**src/rtl/linebuffer_pkg.sv**
```systemverilog
// Shared types and constants for the scanline linebuffer scheduler.
//   sched_state_t  : scheduler FSM encoding (CLEAR_INIT, CLEAR, DRAW, READY)
//   LB_*           : linebuffer draw-side port geometry (tile and pixel ports)
//   wrap_next_line : line to prepare after the given displayed line (wraps to 0)
package linebuffer_pkg;

  typedef enum logic [1:0] {
    CLEAR_INIT = 2'd0,
    CLEAR      = 2'd1,
    DRAW       = 2'd2,
    READY      = 2'd3
  } sched_state_t;

  localparam int LB_TILE_AW = 6;
  localparam int LB_TILE_DW = 256;
  localparam int LB_PIX_AW  = 10;
  localparam int LB_PIX_DW  = 16;

  // The line prepared next is the one after the line about to be shown; the
  // last active line wraps to line 0 so the first line of the next frame is
  // ready before vblank ends.
  function automatic logic [LB_PIX_AW-1:0] wrap_next_line(
    input logic [LB_PIX_AW-1:0] line,
    input logic [LB_PIX_AW-1:0] v_active
  );
    logic [LB_PIX_AW-1:0] nxt;
    nxt = line + 10'd1;
    return (nxt == v_active) ? '0 : nxt;
  endfunction

endpackage

```
**src/rtl/linebuffer_clear_ctr.sv**
```systemverilog
// Clear engine address counter for the draw-side linebuffer.
//   clk, reset_n : clock, asynchronous active-low reset
//   start        : 1-cycle pulse, begins a clear sweep at address 0 next cycle
//   kill         : stops any sweep in progress and rewinds to address 0
//                  (takes priority over start)
//   addr         : current clear address, valid while active is high
//   active       : a clear write happens this cycle
//   done         : high during the write of address H_ACTIVE-1
module linebuffer_clear_ctr
  import linebuffer_pkg::*;
#(
  parameter int unsigned H_ACTIVE = 640
) (
  input  logic                 clk,
  input  logic                 reset_n,
  input  logic                 start,
  input  logic                 kill,
  output logic [LB_PIX_AW-1:0] addr,
  output logic                 active,
  output logic                 done
);

  localparam logic [LB_PIX_AW-1:0] LAST_ADDR = LB_PIX_AW'(H_ACTIVE - 1);

  logic [LB_PIX_AW-1:0] addr_q, addr_d;
  logic                 active_q, active_d;

  assign done = active_q && (addr_q == LAST_ADDR);

  always_comb begin
    addr_d   = addr_q;
    active_d = active_q;
    if (kill) begin
      active_d = 1'b0;
      addr_d   = '0;
    end else if (start) begin
      active_d = 1'b1;
      addr_d   = '0;
    end else if (active_q) begin
      if (done) begin
        active_d = 1'b0;
        addr_d   = '0;
      end else begin
        addr_d = addr_q + 10'd1;
      end
    end
  end

  always_ff @(posedge clk or negedge reset_n) begin
    if (!reset_n) begin
      addr_q   <= '0;
      active_q <= 1'b0;
    end else begin
      addr_q   <= addr_d;
      active_q <= active_d;
    end
  end

  assign addr   = addr_q;
  assign active = active_q;

endmodule

```
**src/rtl/linebuffer_scheduler.sv**
```systemverilog
// Sequences the double-buffered scanline RAM pair: clears the draw buffer to
// BG_COLOR, hands it to the draw engine, and issues the buffer swap at the
// line boundary. Owns the linebuffer draw-side write port.
//   clk, reset_n            : clock, asynchronous active-low reset
//   line_tick, next_line    : swap-point pulse from VGA timing + line shown next
//   switch                  : 1-cycle buffer swap pulse to the linebuffer
//   draw_start/abort/line   : drawer control; draw_done is the drawer reply
//   drw_*                   : drawer write port (honoured only in DRAW)
//   lb_*                    : linebuffer draw-side write port
//   line_ready              : draw buffer holds a finished line
//   underrun_count          : saturating missed-line count
//   dbg_state               : scheduler FSM state (sched_state_t encoding)
// Build option: define LB_UNDERRUN_CNT_EN to build the underrun counter;
// otherwise underrun_count is tied to 0.
//
// Drawer protocol: draw_start is a 1-cycle pulse granting the buffer for line
// draw_line; the drawer may write from that cycle on and answers with a
// 1-cycle draw_done. A draw_abort pulse revokes the grant; the drawer must
// drop the line and wait for the next draw_start. draw_done outside DRAW is
// ignored.
module linebuffer_scheduler
  import linebuffer_pkg::*;
#(
  parameter int unsigned          H_ACTIVE = 640,
  parameter int unsigned          V_ACTIVE = 480,
  parameter logic [LB_PIX_DW-1:0] BG_COLOR = 16'h0000
) (
  input  logic                  clk,
  input  logic                  reset_n,
  input  logic                  line_tick,
  input  logic [LB_PIX_AW-1:0]  next_line,
  output logic                  switch,
  output logic                  draw_start,
  output logic                  draw_abort,
  output logic [LB_PIX_AW-1:0]  draw_line,
  input  logic                  draw_done,
  input  logic [LB_TILE_AW-1:0] drw_addr_tile,
  input  logic [LB_TILE_DW-1:0] drw_data_tile,
  input  logic                  drw_wren_tile,
  input  logic [LB_PIX_AW-1:0]  drw_addr_pixel,
  input  logic [LB_PIX_DW-1:0]  drw_data_pixel,
  input  logic                  drw_wren_pixel,
  output logic [LB_TILE_AW-1:0] lb_addr_tile,
  output logic [LB_TILE_DW-1:0] lb_data_tile,
  output logic                  lb_wren_tile,
  output logic [LB_PIX_AW-1:0]  lb_addr_pixel,
  output logic [LB_PIX_DW-1:0]  lb_data_pixel,
  output logic                  lb_wren_pixel,
  output logic                  line_ready,
  output logic [15:0]           underrun_count,
  output logic [1:0]            dbg_state
);

  localparam logic [1:0] ST_CLEAR_INIT = 2'(CLEAR_INIT);
  localparam logic [1:0] ST_CLEAR      = 2'(CLEAR);
  localparam logic [1:0] ST_DRAW       = 2'(DRAW);
  localparam logic [1:0] ST_READY      = 2'(READY);

  localparam logic [LB_PIX_AW-1:0] V_ACTIVE_W = LB_PIX_AW'(V_ACTIVE);

  logic [1:0]           state_q, state_d;
  logic                 switch_q, switch_d;
  logic                 draw_start_q, draw_start_d;
  logic                 draw_abort_q, draw_abort_d;
  logic [LB_PIX_AW-1:0] draw_line_q, draw_line_d;
  logic                 line_ready_q, line_ready_d;
  logic                 clr_start_q, clr_start_d;

  logic                 tick_live;
  logic                 swap_go;
  logic                 restart;
  logic                 clr_kill;
  logic [LB_PIX_AW-1:0] clr_addr;
  logic                 clr_active;
  logic                 clr_done;

  linebuffer_clear_ctr #(
    .H_ACTIVE (H_ACTIVE)
  ) u_clear_ctr (
    .clk     (clk),
    .reset_n (reset_n),
    .start   (clr_start_q),
    .kill    (clr_kill),
    .addr    (clr_addr),
    .active  (clr_active),
    .done    (clr_done)
  );

  // Ticks into vblank never swap or disturb the FSM.
  assign tick_live = line_tick && (next_line < V_ACTIVE_W);

  always_comb begin
    state_d      = state_q;
    draw_start_d = 1'b0;
    draw_abort_d = 1'b0;
    draw_line_d  = draw_line_q;
    swap_go      = 1'b0;
    restart      = 1'b0;
    case (state_q)
      ST_CLEAR_INIT, ST_CLEAR: begin
        if (tick_live) begin
          restart = 1'b1;
        end else if (clr_done) begin
          state_d      = ST_DRAW;
          draw_start_d = 1'b1;
        end
      end
      ST_DRAW: begin
        // A done arriving with the tick still counts: the line is complete.
        if (draw_done) begin
          if (tick_live) swap_go = 1'b1;
          else           state_d = ST_READY;
        end else if (tick_live) begin
          restart      = 1'b1;
          draw_abort_d = 1'b1;
        end
      end
      ST_READY: begin
        if (tick_live) swap_go = 1'b1;
      end
      default: state_d = ST_CLEAR_INIT;
    endcase
    // Both a swap and an underrun start preparing the following line. The
    // clear start is delayed a cycle so the first write lands after switch.
    clr_kill    = swap_go || restart;
    clr_start_d = swap_go || restart;
    if (swap_go || restart) begin
      state_d     = ST_CLEAR;
      draw_line_d = wrap_next_line(next_line, V_ACTIVE_W);
    end
    switch_d     = swap_go;
    line_ready_d = (state_d == ST_READY);
  end

  always_ff @(posedge clk or negedge reset_n) begin
    if (!reset_n) begin
      state_q      <= ST_CLEAR_INIT;
      switch_q     <= 1'b0;
      draw_start_q <= 1'b0;
      draw_abort_q <= 1'b0;
      draw_line_q  <= '0;
      line_ready_q <= 1'b0;
      // Kicks off the first clear sweep right after reset releases.
      clr_start_q  <= 1'b1;
    end else begin
      state_q      <= state_d;
      switch_q     <= switch_d;
      draw_start_q <= draw_start_d;
      draw_abort_q <= draw_abort_d;
      draw_line_q  <= draw_line_d;
      line_ready_q <= line_ready_d;
      clr_start_q  <= clr_start_d;
    end
  end

`ifdef LB_UNDERRUN_CNT_EN
  logic [15:0] underrun_cnt_q, underrun_cnt_d;

  always_comb begin
    underrun_cnt_d = underrun_cnt_q;
    if (restart && (underrun_cnt_q != 16'hFFFF)) underrun_cnt_d = underrun_cnt_q + 16'd1;
  end

  always_ff @(posedge clk or negedge reset_n) begin
    if (!reset_n) underrun_cnt_q <= '0;
    else          underrun_cnt_q <= underrun_cnt_d;
  end

  assign underrun_count = underrun_cnt_q;
`else
  logic unused_restart;
  assign unused_restart = restart;
  assign underrun_count = '0;
`endif

  // Port mux: the select is the registered state, the data path is
  // combinational so drawer writes reach the RAM in the same cycle.
  always_comb begin
    if (state_q == ST_DRAW) begin
      lb_addr_tile  = drw_addr_tile;
      lb_data_tile  = drw_data_tile;
      lb_wren_tile  = drw_wren_tile;
      lb_addr_pixel = drw_addr_pixel;
      lb_data_pixel = drw_data_pixel;
      lb_wren_pixel = drw_wren_pixel;
    end else begin
      lb_addr_tile  = '0;
      lb_data_tile  = '0;
      lb_wren_tile  = 1'b0;
      lb_addr_pixel = clr_addr;
      lb_data_pixel = BG_COLOR;
      lb_wren_pixel = clr_active;
    end
  end

  assign switch     = switch_q;
  assign draw_start = draw_start_q;
  assign draw_abort = draw_abort_q;
  assign draw_line  = draw_line_q;
  assign line_ready = line_ready_q;
  assign dbg_state  = state_q;

endmodule

```
**config.mk**
```make
export PLATFORM = sky130hd
export DESIGN_NAME = linebuffer_scheduler
export DESIGN_NICKNAME = d
export VERILOG_FILES = /design/src/rtl/linebuffer_pkg.sv /design/src/rtl/linebuffer_clear_ctr.sv /design/src/rtl/linebuffer_scheduler.sv
export SDC_FILE = /design/constraint.sdc
export NUM_CORES = 1
export LEC_CHECK = 0
export BUFFER_PORTS_ARGS = -buffer_cell sky130_fd_sc_hd__buf_2
export CAP_MARGIN = 20
export CORE_AREA = 2 2 242 244
export CTS_CLUSTER_SIZE = 10
export DETAILED_ROUTE_END_ITERATION = 10
export DIE_AREA = 0 0 244 246
export HOLD_SLACK_MARGIN = 0.02
export SLEW_MARGIN = 15
export SYNTH_ARGS = -nofsm -noshare
export SYNTH_HDL_FRONTEND = slang
export SYNTH_SLANG_ARGS = --single-unit
```
**constraint.sdc**
```tcl
create_clock -name clk -period 2.5 [get_ports clk]
set_input_delay 0.5 -clock clk [delete_from_list [all_inputs] [get_ports clk]]
set_output_delay 0.5 -clock clk [all_outputs]
set_load 0.01 [all_outputs]
```
## Word level (Yosys, flattened, before mapping)

Cells that the tools add are included.

| operators by class | value |
|---|---|
| reductions and logical operators | 6 |
| $lt $le $gt $ge | 1 |
| equal/unequal tests | 6 |
| multiplexer cells | 30 |
| add/sub/neg operators | 2 |

Operators with widths:

| cell | count |
|---|---|
| $mux 256 | 1 |
| $mux 10 | 6 |
| $add 10x1->10 const B | 2 |
| $mux 16 | 1 |
| $mux 1 | 13 |
| $eq 10x10->1 const B | 1 |
| $eq 10x9->1 const B | 1 |
| $lt 10x9->1 const B | 1 |
| $mux 2 | 5 |
| $eq 2x2->1 const B | 3 |
| $mux 6 | 1 |
| $pmux 1 s2 | 2 |
| $pmux 2 s2 | 1 |
| $reduce_bool 3->1 | 1 |
| $eq 2x1->1 const B | 1 |
| $logic_and 1x1->1 | 2 |
| $logic_not 2->1 | 1 |
| $reduce_or 2->1 | 1 |
| $logic_or 1x1->1 | 1 |

| storage, ports and cells | value |
|---|---|
| bits in registers | 28 |
| bits of input ports | 304 |
| logic and storage cells | 54 |
| output and inout port bits | 322 |

## Longest topological paths before layout

Gate-level depths: netlist of run 1.

| logic depth | value |
|---|---|
| word-level depth | 8 |
| depth in mapped cells | 7 |
| depth with buffers taken out | 5 |

## Hierarchy

From an unflattened synthesis of run 1, not the netlist that was laid out.

| unflattened totals | value |
|---|---|
| cell total of the unflattened synthesis | 483 |
| area total of the unflattened synthesis | 3592.2 um2 |

By module, submodules not included:

| module | instances | area an instance (um2) | sequential area each (um2) | cells an instance |
|---|---|---|---|---|
| linebuffer_scheduler | 1 | 2997.9 | 426.7 | 422 |
| linebuffer_clear_ctr | 1 | 594.3 | 275.3 | 61 |

## Least setup slack after synthesis of run 1

No wires, ideal clock.

| timing | value |
|---|---|
| kind | register -> output |
| start point | register state_q[1] (netlist: dbg_state[1]) |
| end point | output lb_addr_pixel[0] |
| required time | 2.000 ns |
| arrival time | 1.527 ns |
| stages on the path, launching flop included | 6 |
| buffers on the path | 2 |
| path slack | 0.473 ns |
| cells stage by stage | dfrtp_1 -> inv_1 -> nor2_1 -> clkbuf_1 -> buf_2 -> mux2_2 |

| between the ends | value |
|---|---|
| cells in the longest elaborated chain, start to end | 2 |

RTL lines:

| item | RTL line | text |
|---|---|---|
| from (decl) | linebuffer_scheduler.sv:61 | `logic [1:0] state_q, state_d;` |
| from (signal assigned) | linebuffer_scheduler.sv:146 | `state_q <= state_d;` |
| $eq 2x2->1 | linebuffer_scheduler.sv:179 | `if (state_q == ST_DRAW) begin` |
| $mux 10 | linebuffer_scheduler.sv:179 |  |
| to (decl) | linebuffer_scheduler.sv:46 | `output logic [LB_PIX_AW-1:0] lb_addr_pixel,` |

Every way passes these cells.

## Worst setup path in the final report of run 1

| timing | value |
|---|---|
| start point | register state_q[1] (netlist: dbg_state[1]) |
| end point | output lb_addr_pixel[1] |

The elaborated chain is that of the path after synthesis.

==> results of run 1 <==
## worst min path at each step
stage / end / cells after the start / slack (ns)
after floorplan: dbg_state[0] / 0 / 0.20
after global placement: draw_line[9] / 1 / 0.47
after detailed placement: draw_line[9] / 1 / 0.47
after CTS: draw_line[9] / 1 / 0.30
after global routing: draw_line[0] / 1 / 0.33
final: draw_line[0] / 1 / 0.28
## power groups by stage
stage | clock, mW | combinational [mW] | sequential [mW]
finish | 0.486 | 0.490 | 0.534
global route | 0.523 | 0.541 | 0.539
CTS | 0.509 | 0.506 | 0.534
detailed placement | 0 | 0.504 | 0.542
global placement | 0 | 0.504 | 0.542
floorplan | 0 | 0.144 | 0.538
## cells in the final DEF, fill, tap and decap left out, types with 6 or more instances in the layout
cell       n
and2_1   281
buf_2    609
buf_4      7
conb_1    16
dfrtp_1   27
diode_2   20
mux2_2    11
nand2_1   18
nand3_1    8
nor2_1     9
nor3_1     6
o21ai_0    8
## cell families (layout without fill, tap and decap cells)
family / Yosys count / after routing / share of synthesized area
and+or+nand+nor: 342 / 342 / 0.570
DFF: 28 / 28 / 0.194
muxes: 13 / 13 / 0.0397
buffers and inverters: 58 / 628 / 0.0814
adders and majority gates: 2 / 2 / 0.00690
xor gates and xnor gates: 6 / 6 / 0.0145
AOI/OAI and AO/OA: 46 / 46 / 0.0932
other: 1 / 36 / 0.00103
## layout make-up
class,instances,share of cell area
clock inverter,1,0.00390
multi-input combinational,425,0.349
inverter,4,0.00195
tap,765,0.124
clock buffer,3,0.00974
sequential,28,0.0911
antenna,20,0.00649
timing repair buffer,620,0.413
## state kept, by name (all words and copies together) (netlist names)
signal and count:
clr_start_q 1, dbg_state 2, draw_abort 1, draw_line 10, draw_start 1, line_ready 1
switch 1, u_clear_ctr.active 1, u_clear_ctr.addr 10
## synthesized netlist by cell type (6+ instances only)
library cell / n
and2_1: 281
nand2_1: 18
buf_4: 16
nor3_1: 6
clkbuf_1: 34
o21ai_0: 8
nand3_1: 8
mux2_2: 11
dfrtp_1: 27
nor2_1: 10
## routing by layer
layer	vias to the layer above	global-route usage	part of all wire
met3	76	0.0644	0.16
met4	52	0.0246	0.025
met5	-	0	0.0098
met1	2509	0.101	0.35
li1	2741	-	-
met2	399	0.154	0.46
## metrics by stage
step	area [µm²]	setup WS (ns)	utilization	hold slack, ns
2_1_floorplan	3680	0.473	-	0.204
3_3_place_gp	7520	0.448	0.131	0.466
3_5_place_dp	7520	0.414	0.131	0.471
4_1_cts	7620	0.101	0.133	0.301
5_1_grt	7680	0.0377	0.134	0.333
6_report	7710	0.184	0.134	0.279
==> results.json, run 1 <==
{
  "crit_path_cell_trace": "inv_1, nor2_4, buf_12, mux2_2, buf_2",
  "overflow": 0,
  "post-route-min-period_ns": 2.32,
  "power.share.combinational": 0.325,
  "synthArstFlopShare": 1.00,
  "worst_slew_margin_rel": 0.524,
  "reg2reg_slack_ns": 0.65,
  "dieArea_um2": 60000,
  "initial_core_util": 0.0632,
  "dr.first_iter.drc_count": 180,
  "ys_warn_count": 0,
  "synth-edff-count": 0,
  "antenna_found_initial": 62,
  "dpl.cell_count": 1840,
  "ctsResizeCount": 0,
  "gp_congestion": 0.812,
  "finalSetupTns_ns": 0,
  "area_growth_syn_to_layout_pct": 113,
  "postCtsSetupBuffers": 0,
  "setup_violations": 0,
  "synth_area_leader_cell": "and2_1",
  "drtPass1Iterations": 4,
  "worst_ep_arrival_time_ns": 1.82,
  "yosys-top-cells-area": "and2_1, dfrtp_1, clkbuf_1",
  "cts_max_level": 1,
  "worst_slew_pin_slew_ns": 0.715,
  "cts_sinks": 28,
  "crit_type": "register to primary output",
  "clockPowerShare": 0.322,
  "hp-class": "input pin to asynchronous set/reset pin",
  "clk_latency_ns": 0.27,
  "ff2ff_path_depth": 5,
  "track_usage": 0.0953,
  "cp_slowest_cell": "dfrtp_1",
  "power_mw": 1.51,
  "skew_ns": 0.00528,
  "synth_top_cell_area_share": 0.485,
  "avgSynthCellArea_um2": 7.31,
  "synthFlopType": "dfrtp_1",
  "io_pins": 626,
  "max_freq_ghz": 0.432,
  "worstSetupEndpointType": "primary output",
  "rows": 88,
  "layout.cells.non_filler": 1866,
  "p_int_mw": 1.06,
  "via_per_inst": 3.10,
  "clkTransAtPathRegs_ns": 0.07,
  "p_sw_mw": 0.453,
  "ys_ff_latch": 28,
  "postSynthCellCount": 496,
  "cp_slowest_stage_delay_ns": 0.41,
  "powerDensity_nw_per_um2": 196,
  "grt_pass1_wl_um": 39300,
  "place.port_buffers": 609,
  "drt_wl_total_um": 32400,
  "r2r_start": "u_clear_ctr.addr[1]",
  "synth.yosys.seq_area_share": 0.194,
  "finalCritPeriodShare": 0.926,
  "grt_setup_unrepaired": "no",
  "cp-endpoint": "lb_addr_pixel[1]",
  "drive_above_1_share": 0.594,
  "startpoint_type": "register",
  "maxCapViolations": 0,
  "status": "finished, final reports clean",
  "cts_made_buffers": 3,
  "power_frac_seq": 0.354,
  "synth_cell_types": 47,
  "synth_area_um2": 3630,
  "drc": 0,
  "cts_root_buf": "clkbuf_16",
  "drv_slew": 0,
  "critPathRequiredTime_ns": 2.00,
  "cp_max_fo": 93,
  "r2r-end": "dbg_state[0]",
  "ir_worst_vdd_mv": 0.201,
  "die_h_um": 246,
  "wl_per_cell_um": 17.4,
  "grt_max_degree": 94,
  "critPathLaunch": "dbg_state[1]",
  "nNetsFinal": 1388,
  "crit_cells": 5,
  "hold_buffers": 0,
  "cts_tree": "yes",
  "dp_hpwl_um": 29300,
  "crit_buf_inv": 3,
  "route.antenna.remaining_nets": 0,
  "first_global_vias": 4962,
  "hold_violations": 0,
  "critical-path-top-delay-family": "buffers and inverters",
  "seqCellArea_um2": 702,
  "multi_input_area_um2": 2690,
  "num_vias": 5777,
  "fillers": 6675,
  "p_leak_nw": 4.60,
  "core_um2": 57400,
  "clockBufferDepth": 2,
  "die_width_um": 244,
  "p_sw_frac": 0.300
}
(Power assumes the default switching activity.)
==> run 2: changes to the inputs <==
==> constraint.sdc (replaced) <==
create_clock -name clk -period 2.5 [get_ports clk]
set_input_delay 0.25 -clock clk [delete_from_list [all_inputs] [get_ports clk]]
set_output_delay 0.25 -clock clk [all_outputs]
set_load 0.01 [all_outputs]
==> run 2 against run 1 <==
Register-to-register slack gained 0.09 ns; flip-flop and latch count stayed put; hold slack worse by 0.27 ns; sequential share of layout area grew 0.066 points; critical endpoint is now lb_data_tile[142]; count of clock-buffer cells in the layout unchanged; clock skew down 0.0028 ns; utilization decreased by 0.096 points; largest power group unchanged; via count fell by 1.1%; global-route usage increased by 0.13 points; combinational power decreased by 5.3%; cell area fell by 0.71%.
==> results.json, run 2 (synthesized netlist as in run 1, its figures left out) <==
{
  "powerDensity_nw_per_um2": 195,
  "grt_setup_unrepaired": "no",
  "nNetsFinal": 1385,
  "worst_ep_arrival_time_ns": 1.91,
  "p_int_mw": 1.06,
  "worstSetupEndpointType": "primary output",
  "dieArea_um2": 60000,
  "cp_slowest_stage_delay_ns": 0.42,
  "drv_slew": 0,
  "clockBufferDepth": 2,
  "cts_sinks": 28,
  "r2r-end": "u_clear_ctr.addr[5]",
  "post-route-util": 0.133,
  "cts_tree": "yes",
  "drc": 0,
  "die_width_um": 244,
  "crit_type": "register to primary output",
  "track_usage": 0.0967,
  "fillers": 6674,
  "first_global_vias": 5070,
  "p_sw_mw": 0.433,
  "worst_slew_margin_rel": 0.533,
  "reg2reg_slack_ns": 0.74,
  "crit_buf_inv": 4,
  "finalSetupTns_ns": 0,
  "die_h_um": 246,
  "postCtsSetupBuffers": 0,
  "timing.final.ws_setup_ns": 0.337,
  "hold_buffers": 0,
  "drt_wl_total_um": 32200,
  "final_common_cell": "buf_2",
  "critPathRequiredTime_ns": 2.25,
  "cp_max_fo": 42,
  "grt_pass1_wl_um": 40000,
  "rows": 88,
  "cp_slowest_cell": "dfrtp_1",
  "skew_ns": 0.00252,
  "power.share.combinational": 0.311,
  "maxCapViolations": 0,
  "r2r_start": "u_clear_ctr.addr[0]",
  "cts_made_buffers": 3,
  "power_frac_seq": 0.356,
  "crit_path_cell_trace": "inv_1, nor2_4, buf_12, buf_4, and2_1, buf_2",
  "area_growth_syn_to_layout_pct": 111,
  "via_per_inst": 3.08,
  "layout.cells.non_filler": 1857,
  "drtPass1Iterations": 4,
  "status": "finished, final reports clean",
  "p_sw_frac": 0.291,
  "place.port_buffers": 609,
  "clk_latency_ns": 0.27,
  "cts_root_buf": "clkbuf_16",
  "setup_violations": 0,
  "gp_congestion": 0.804,
  "dp_hpwl_um": 29600,
  "final_cell_mix": "buf_2, and2_1, dfrtp_1",
  "finalCritPeriodShare": 0.865,
  "clkTransAtPathRegs_ns": 0.08,
  "drive_above_1_share": 0.593,
  "ctsResizeCount": 0,
  "ir_worst_vdd_mv": 0.221,
  "critical-path-top-delay-family": "buffers and inverters",
  "wl_per_cell_um": 17.3,
  "num_vias": 5716,
  "hold_violations": 0,
  "dp_slack_ns": 0.610,
  "dr.first_iter.drc_count": 191,
  "route.antenna.remaining_nets": 0,
  "p_leak_nw": 4.58,
  "core_um2": 57400,
  "clockPowerShare": 0.333,
  "initial_core_util": 0.0632,
  "overflow": 0,
  "max_freq_ghz": 0.462,
  "post-route-min-period_ns": 2.16,
  "io_pins": 626,
  "antenna_found_initial": 51,
  "ff2ff_path_depth": 5,
  "startpoint_type": "register",
  "worst_slew_pin_slew_ns": 0.700,
  "grt_max_degree": 100,
  "cts_max_level": 1,
  "hp-class": "input pin to asynchronous set/reset pin",
  "dpl.cell_count": 1839
}
[run 2: cell count changes in the layout (fill, tap and decap cells not counted), sizes merged]
cell	before	now
buf	619	617
clkbuf	4	3
diode	20	14
[run 2: per-layer routing]
metal  track usage  wire, µm  up-vias
li1              -         -     2740
met1         0.101     11500     2471
met2         0.160     14900      382
met3        0.0655      4880       77
met4        0.0212       634       46
met5             0       277        -
[run 2: layout make-up]
cell class | instances | area [µm²] | share of cell area
diodes | 14 | 35.0 | 0.00458
clock buffers | 3 | 75.1 | 0.00981
clock inverters | 1 | 30.0 | 0.00392
inverters | 4 | 15.0 | 0.00196
multi-input cells | 425 | 2690 | 0.352
flip-flops and latches | 28 | 702 | 0.0917
well taps | 765 | 957 | 0.125
repair buffers | 617 | 3150 | 0.411
[run 2: how the worst max path moves through the flow]
stage	startpoint	to	slack, ns	cells past startpoint
6_report	dbg_state[1]	lb_data_tile[142]	0.34	6
5_1_grt	dbg_state[1]	lb_data_tile[80]	0.21	6
4_1_cts	dbg_state[1]	lb_data_tile[142]	0.32	6
3_5_place_dp	next_line[5]	draw_start	0.61	6
3_3_place_gp	next_line[5]	draw_start	0.59	6
2_1_floorplan	dbg_state[1]	lb_addr_pixel[0]	0.72	5
[run 2: metrics by stage]
stage	instance area [µm²]	power [mW]	hold slack [ns]
after floorplan	3680	0.682	-0.0456
after global routing	7630	1.59	0.0756
after detailed placement	7510	1.01	0.352
after CTS	7620	1.52	0.0528
after global placement	7510	1.01	0.335
final	7650	1.49	0.0121
[run 2: power groups by stage]
stage | combinational [mW] | clock, mW | sequential, mW
floorplan | 0.144 | 0 | 0.538
detailed placement | 0.473 | 0 | 0.539
finish | 0.464 | 0.496 | 0.530
CTS | 0.475 | 0.517 | 0.530
global placement | 0.474 | 0 | 0.536
global route | 0.517 | 0.535 | 0.538
==> run 3: changes to the inputs <==
--- a/config.mk
+++ b/config.mk
@@ -12,6 +12,7 @@
 export DETAILED_ROUTE_END_ITERATION = 10
 export DIE_AREA = 0 0 244 246
 export HOLD_SLACK_MARGIN = 0.02
+export PLACE_DENSITY_LB_ADDON = 0.2
 export SLEW_MARGIN = 15
 export SYNTH_ARGS = -nofsm -noshare
 export SYNTH_HDL_FRONTEND = slang
==> run 3 against run 2 <==
First-iteration DRC count increased by 35%; worst setup slack got worse by 0.14 ns; routed wire length is 2.6% lower; largest power group unchanged.
==> results.json, run 3 (synthesized netlist as in run 1, its figures left out) <==
{
  "status": "finished, final reports clean",
  "ctsResizeCount": 0,
  "place.port_buffers": 609,
  "power_mw": 1.43,
  "cp_slowest_stage_delay_ns": 0.41,
  "core_um2": 57400,
  "grt_pass1_wl_um": 40000,
  "nNetsFinal": 1384,
  "r2r_start": "u_clear_ctr.addr[0]",
  "cts_made_buffers": 3,
  "drv_slew": 0,
  "postCtsSetupBuffers": 0,
  "cp_max_fo": 88,
  "cts_sinks": 28,
  "ff2ff_path_depth": 5,
  "crit_type": "register to primary output",
  "maxCapViolations": 0,
  "post-route-util": 0.132,
  "timing.final.ws_setup_ns": 0.201,
  "drc": 0,
  "max_freq_ghz": 0.435,
  "finalSetupTns_ns": 0,
  "gp_congestion": 0.771,
  "dr.first_iter.drc_count": 258,
  "dieArea_um2": 60000,
  "cts_tree": "yes",
  "rows": 88,
  "cts_root_buf": "clkbuf_16",
  "final_area_um2": 7580,
  "grt_max_degree": 145,
  "initial_core_util": 0.0632,
  "skew_ns": 0.00398,
  "hold_buffers": 0,
  "drt_wl_total_um": 31400,
  "clockBufferDepth": 2,
  "dpl_cell_area_um2": 7490,
  "dp_slack_ns": 0.488,
  "clk_latency_ns": 0.27,
  "cp_slowest_cell": "dfrtp_1",
  "critPathRequiredTime_ns": 2.25,
  "dp_hpwl_um": 28000,
  "final_cell_mix": "buf_2, and2_1, dfrtp_1",
  "die_width_um": 244,
  "grt_setup_unrepaired": "no",
  "worstSetupEndpointType": "primary output",
  "worst_slew_pin_slew_ns": 0.728,
  "crit_path_cell_trace": "inv_1, nor2_4, buf_12, buf_4, and2_1, buf_2",
  "worst_hold_slack_ns": 0.0180,
  "antenna_found_initial": 14,
  "cts_max_level": 1,
  "io_pins": 626,
  "r2r-end": "u_clear_ctr.addr[0]",
  "track_usage": 0.0938,
  "powerDensity_nw_per_um2": 189,
  "area_growth_syn_to_layout_pct": 109,
  "final_common_cell": "buf_2",
  "first_global_vias": 5292,
  "finalCritPeriodShare": 0.920,
  "hp-class": "input pin to asynchronous set/reset pin",
  "layout.cells.non_filler": 1842,
  "p_leak_nw": 4.56,
  "route.antenna.remaining_nets": 0,
  "overflow": 0,
  "startpoint_type": "register",
  "hold_violations": 0,
  "worst_slew_margin_rel": 0.515,
  "wl_per_cell_um": 17.0,
  "reg2reg_slack_ns": 0.72,
  "via_per_inst": 3.13,
  "num_vias": 5758,
  "setup_violations": 0,
  "worst_ep_arrival_time_ns": 2.05,
  "drtPass1Iterations": 4,
  "die_h_um": 246,
  "drive_above_1_share": 0.592,
  "dpl.cell_count": 1838,
  "ir_worst_vdd_mv": 0.229,
  "antennaDiodeCount": 0,
  "post-route-min-period_ns": 2.30,
  "clkTransAtPathRegs_ns": 0.08
}
run 3: worst max-delay path, delay by kind of cell (launching register included):
family | cells | cell delay [ns]
AND/OR/NAND/NOR | 2 | 0.37
flip-flops | 1 | 0.41
buffers and inverters | 4 | 0.86
run 3: worst max path at each step:
stage | start | end | slack (ns) | cells past startpoint
6_report | dbg_state[1] | lb_data_pixel[8] | 0.20 | 6
3_5_place_dp | dbg_state[1] | lb_addr_pixel[9] | 0.49 | 6
2_1_floorplan | dbg_state[1] | lb_addr_pixel[0] | 0.72 | 5
3_3_place_gp | dbg_state[1] | lb_addr_pixel[9] | 0.54 | 6
5_1_grt | dbg_state[1] | lb_data_tile[46] | 0.1 | 6
4_1_cts | dbg_state[1] | lb_addr_pixel[9] | 0.18 | 6
run 3: final cells by class:
class	instances	area, µm²
Fill cell	6706	49800
Timing Repair Buffer	616	3130
Multi-Input combinational cell	425	2690
Tap cell	765	957
Sequential cell	28	702
Clock buffer	4	88.8
Inverter	4	15.0
run 3: where the power goes:
part | leakage [nW] | switching (mW) | internal, mW
Combinational | 4.16 | 0.228 | 0.246
Sequential | 0.361 | 0.0482 | 0.490
Clock | 0.0442 | 0.175 | 0.246
run 3: metal layers:
layer,vias to the layer above,global-route usage,part of all wire
met1,2622,0.121,0.42
met5,-,0,0.0012
li1,2706,-,-
met3,24,0.0202,0.080
met2,400,0.166,0.50
met4,6,0.00717,0.0075
